===== src/rtl/sha256_id_issuer.sv =====
// Arbitrating ID issuer for the SHA-256 ID buffer: packet-locked round-robin
// across message sources, sequential ID stamping and an in-flight message limit.
module sha256_id_issuer #(
  parameter int  NUM_REQ         = 2,
  parameter int  ID_W            = 6,
  parameter int  MAX_OUTSTANDING = 8,
  localparam int OUT_W           = $clog2(MAX_OUTSTANDING + 1),
  localparam int IDX_W           = $clog2(NUM_REQ)
) (
  input  logic               clk,
  input  logic               sync_rst,
  input  logic               en,
  input  logic [NUM_REQ-1:0] req_valid,
  input  logic [NUM_REQ-1:0] req_last,
  output logic [NUM_REQ-1:0] req_ready,
  output logic [NUM_REQ-1:0] grant,
  output logic [ID_W-1:0]    id_out,
  output logic               id_out_last,
  output logic               id_out_valid,
  input  logic               id_out_ready,
  input  logic               retire_valid,
  output logic [OUT_W-1:0]   outstanding,
  output logic               busy
);

  typedef enum logic {
    IDLE,
    LOCKED
  } state_e;

  state_e           state_q, state_d;
  logic [IDX_W-1:0] owner_q, owner_d;
  logic [IDX_W-1:0] last_grant_q, last_grant_d;
  logic [ID_W-1:0]  cur_id_q, cur_id_d;
  logic [OUT_W-1:0] outstanding_q, outstanding_d;

  logic             sel_found;
  logic [IDX_W-1:0] sel_idx;
  logic [IDX_W:0]   cand;
  logic             issue;
  logic             retire_dec;

  // Round-robin search starting just after the previous owner, wrapping at NUM_REQ.
  always_comb begin
    sel_found = 1'b0;
    sel_idx   = '0;
    cand      = '0;
    for (int i = 1; i <= NUM_REQ; i++) begin
      cand = {1'b0, last_grant_q} + (IDX_W + 1)'(i);
      if (cand >= (IDX_W + 1)'(NUM_REQ)) begin
        cand = cand - (IDX_W + 1)'(NUM_REQ);
      end
      if (!sel_found && req_valid[cand[IDX_W-1:0]]) begin
        sel_found = 1'b1;
        sel_idx   = cand[IDX_W-1:0];
      end
    end
  end

  // NOTE: every output of this block gets a default first so no path can leave
  // a signal unassigned and infer a latch.
  always_comb begin
    state_d      = state_q;
    owner_d      = owner_q;
    last_grant_d = last_grant_q;
    cur_id_d     = cur_id_q;
    grant        = '0;
    req_ready    = '0;
    id_out       = '0;
    id_out_last  = 1'b0;
    id_out_valid = 1'b0;
    issue        = 1'b0;
    case (state_q)
      IDLE: begin
        if (en && (outstanding_q < OUT_W'(MAX_OUTSTANDING)) && sel_found) begin
          state_d = LOCKED;
          owner_d = sel_idx;
          issue   = 1'b1;
        end
      end
      LOCKED: begin
        grant[owner_q]     = 1'b1;
        id_out             = cur_id_q;
        id_out_last        = req_last[owner_q];
        id_out_valid       = req_valid[owner_q] & en;
        req_ready[owner_q] = id_out_ready & en;
        if (id_out_valid && id_out_ready && id_out_last) begin
          cur_id_d     = cur_id_q + ID_W'(1);
          last_grant_d = owner_q;
          state_d      = IDLE;
        end
      end
      default: state_d = IDLE;
    endcase
  end

  // Retires count even while disabled; a retire at zero is dropped.
  always_comb begin
    retire_dec    = retire_valid && (outstanding_q != '0);
    outstanding_d = outstanding_q;
    if (issue && !retire_dec) begin
      outstanding_d = outstanding_q + OUT_W'(1);
    end else if (!issue && retire_dec) begin
      outstanding_d = outstanding_q - OUT_W'(1);
    end
  end

  // NOTE: state registers use non-blocking assignments so every flop samples
  // the values from before the edge, independent of statement order.
  always_ff @(posedge clk) begin
    if (sync_rst) begin
      state_q       <= IDLE;
      owner_q       <= '0;
      last_grant_q  <= IDX_W'(NUM_REQ - 1);
      cur_id_q      <= '0;
      outstanding_q <= '0;
    end else begin
      state_q       <= state_d;
      owner_q       <= owner_d;
      last_grant_q  <= last_grant_d;
      cur_id_q      <= cur_id_d;
      outstanding_q <= outstanding_d;
    end
  end

  assign outstanding = outstanding_q;
  assign busy        = (state_q == LOCKED);

endmodule

===== config.mk =====
export PLATFORM = sky130hd
export DESIGN_NAME = sha256_id_issuer
export DESIGN_NICKNAME = d
export VERILOG_FILES = /design/src/rtl/sha256_id_issuer.sv
export SDC_FILE = /design/constraint.sdc
export NUM_CORES = 1
export LEC_CHECK = 0
export BUFFER_PORTS_ARGS = -buffer_cell sky130_fd_sc_hd__buf_4
export CORE_MARGIN = 2
export CORE_UTILIZATION = 30
export CTS_BUF_LIST = sky130_fd_sc_hd__clkbuf_16
export CTS_CLUSTER_DIAMETER = 150
export DETAILED_ROUTE_END_ITERATION = 10
export GPL_TIMING_DRIVEN = 0
export RECOVER_POWER = 25
export SETUP_SLACK_MARGIN = 0.3
export SYNTH_ARGS = -nofsm -noshare
export SYNTH_HDL_FRONTEND = slang
export SYNTH_SLANG_ARGS = --single-unit

===== constraint.sdc =====
create_clock -name clk -period 2.9 [get_ports clk]
set_input_delay 0.58 -clock clk [delete_from_list [all_inputs] [get_ports clk]]
set_output_delay 0.58 -clock clk [all_outputs]
set_load 0.05 [all_outputs]

==> metrics.txt <==
diodes inserted=0; Post-synth ARST share=0%; worst stage delay on the critical path=340 ps; Synth Cell Area=816 sq um; input/output buffers=25; f_max=402 MHz; Clk network pwr share=32.1%; Reg power frac=28.5%; worst reg-to-reg setup slack=470 ps; PwrDens=732 nW/um^2; leading cell types in the layout, fill and taps excluded=24 x buf_4, 17 x nor2_1, 13 x dfxtp_1, 7 x and2_1, 6 x xnor2_1; CP startpoint kind=input port; Num CTS Buffers=3; Placed Cells=147; switching power=311 uW; Final Slew Violations=0; global-route wire length before repair=3060 um; GRT Overall Usage=12.2%; Setup WS post-layout=413 ps; Nets=136; Worst Path Required=3030 ps; CTS Hold Bufs=0; Worst path slowest cell=nor3b_1; clk sinks=13; vias per cell=4.81; Starting Density=32.3%; crit path launch=en; arrival time worst endpoint=2620 ps; final setup violation count=0; share of cells above drive strength 1=25.6%; worst-case reg-to-reg path depth=9; DIE AREA=3150 sq um; hpwl dp=1380 um; fin crit period=2490 ps; Synth Instances=92; iteration count of the initial detailed-routing pass=4; grt ovf=0; worst slew pin tran=595 ps; Yosys warnings=0; FF-to-FF End=outstanding[3]; pre-CTS setup slack=173 ps; post-route ant nets=0; crit path capture type=flip-flop; Layout area overhead=36.4%; Rel. slew slack=60.5%; Worst Skew=2.55 ps; Hold Crit Start=cur_id_q[5]; Setup CP Type=in2reg; Yosys cell types=29; vias in the first global route=681; Critical Path, Cell by Cell=buf_4, nor3b_1, o21a_1, ha_1, inv_1, ha_1, a21oi_1, a211oi_1, a31oi_1, mux2_1; syn_area_per_cell=8.87 sq um; sequential area share after synthesis=31.9%; largest net degree at the start of global routing=11; outcome=finished clean; total of max-cap violations=0; initial drt markers=7; routability cong.=0.841; post-route setup TNS=0 ps; die height=56.1 um; Worst Hold Depth=2; worst skew pair latency=240 ps; number of setup buffers added after CTS=0; combinational power share=39.4%; die width=56.1 um; Synth Register Bits=13; family with the most delay on the worst path=compound AO/OA/AOI/OAI gates; Max clock buf depth=2; Worst Hold Path EP=cur_id_q[5]; Peak supply drop=0.525 mV; root buf cell=clkbuf_16; Residual DRC=0; unrepaired setup endpoints after global routing=no; core area=2520 sq um; crit-path max FO=4; CP dominant cell by count=ha_1; Hold Crit Class=reg2reg; prevailing post-synth register cell=dfxtp_1; final WL=1830 um; switching power share of the total=38.1%; Post-synth EDFFs=0; FP Rows=18; Clock transition at path regs=50 ps; TritonCTS clock tree=yes; reg2reg start=outstanding[3]; CTS resizes=0; Final Hold Fails=0; DR WL/cell=12.1 um; H-tree levels=1; post-synthesis net count=106; Fill cells=261; Final Cycle Share=85.8%; most common cell after layout, fill and taps aside=buf_4; DR vias=726; io pins=26; initial antenna violation count=0; non-filler instance count after layout=151; P_int=504 uW; CP Buf/Inv Count=2; leak pwr=0.462 nW
-- worst register-to-register path, stage by stage (launching register included) --
cell and delay, ps:
dfxtp_1 350, nor3b_1 370, o21a_1 210, ha_1 170, inv_1 100, ha_1 330
a21oi_1 190, a211oi_1 100, a31oi_1 170, mux2_1 330
-- area by class of cell --
type                       instances  area, sq um  area share, %
buffer                             4         22.5           2.02
sequential                        13          260           23.4
inverter                           3         11.3           1.01
clock buffer                       3         75.1           6.75
timing repair buffer              25          184           16.5
clock inverter                     1         3.75          0.337
multi-input combinational         72          518           46.6
tap                               30         37.5           3.37
-- power groups by stage --
stage	clock, mW	combinational [mW]	sequential (mW)
finish	0.262	0.320	0.232
global route	0.276	0.349	0.238
CTS	0.263	0.327	0.233
detailed placement	0	0.326	0.236
global placement	0	0.319	0.236
floorplan	0	0.179	0.297
-- worst max path at each step --
| stage | cells after the start | to |
|---|---|---|
| floorplan | 9 | outstanding[3] |
| global placement | 10 | outstanding[3] |
| detailed placement | 10 | outstanding[3] |
| CTS | 10 | outstanding[3] |
| global route | 10 | outstanding[3] |
| finish | 10 | outstanding[3] |
-- Yosys cell counts (all sizes together) (3+ instances only) --
library cell	instances	area (sq um)
nor2	17	63.8
dfxtp	13	260
and2	7	43.8
xnor2	6	52.6
nand2	5	18.8
a211oi	4	30.0
a21oi	4	23.8
ha	4	50.1
mux2i	4	40.0
nand3	4	25.0
nor2b	4	25.0
clkbuf	3	11.3
inv	3	11.3
-- metrics by stage --
| step | total power [mW] | hold WS, ps | instance area, sq um | util (%) |
|---|---|---|---|---|
| detailed placement | 0.562 | 499 | 1040 | 41.3 |
| global route | 0.863 | 539 | 1110 | 44.1 |
| floorplan | 0.476 | 476 | 816 | - |
| finish | 0.814 | 505 | 1110 | 44.1 |
| CTS | 0.823 | 513 | 1120 | 44.4 |
| global placement | 0.555 | 496 | 1040 | 41.3 |
-- kinds of logic (layout without fill, tap and decap cells) --
logic type / after synthesis / in the layout / share of synthesized area (%)
xor gates and xnor gates: 7 / 7 / 7.52
adders and majority gates: 5 / 5 / 8.59
AOI/OAI and AO/OA: 15 / 15 / 15.8
and+or+nand+nor: 40 / 40 / 25.8
muxes: 5 / 5 / 6.29
buffers and inverters: 7 / 36 / 4.14
DFF: 13 / 13 / 31.9
-- registers in the layout (all words and copies together) (netlist names) --
| signal | cells |
|---|---|
| cur_id_q | 6 |
| outstanding | 4 |
| busy | 1 |
| last_grant_q | 1 |
| owner_q | 1 |
-- metal layers --
layer / wire length (um) / GRT usage [%]
met1: 855 / 15.1
met2: 822 / 19.7
met3: 109 / 2.09
met4: 44 / 7.14
met5: 0 / 0
(Power assumes the default switching activity.)
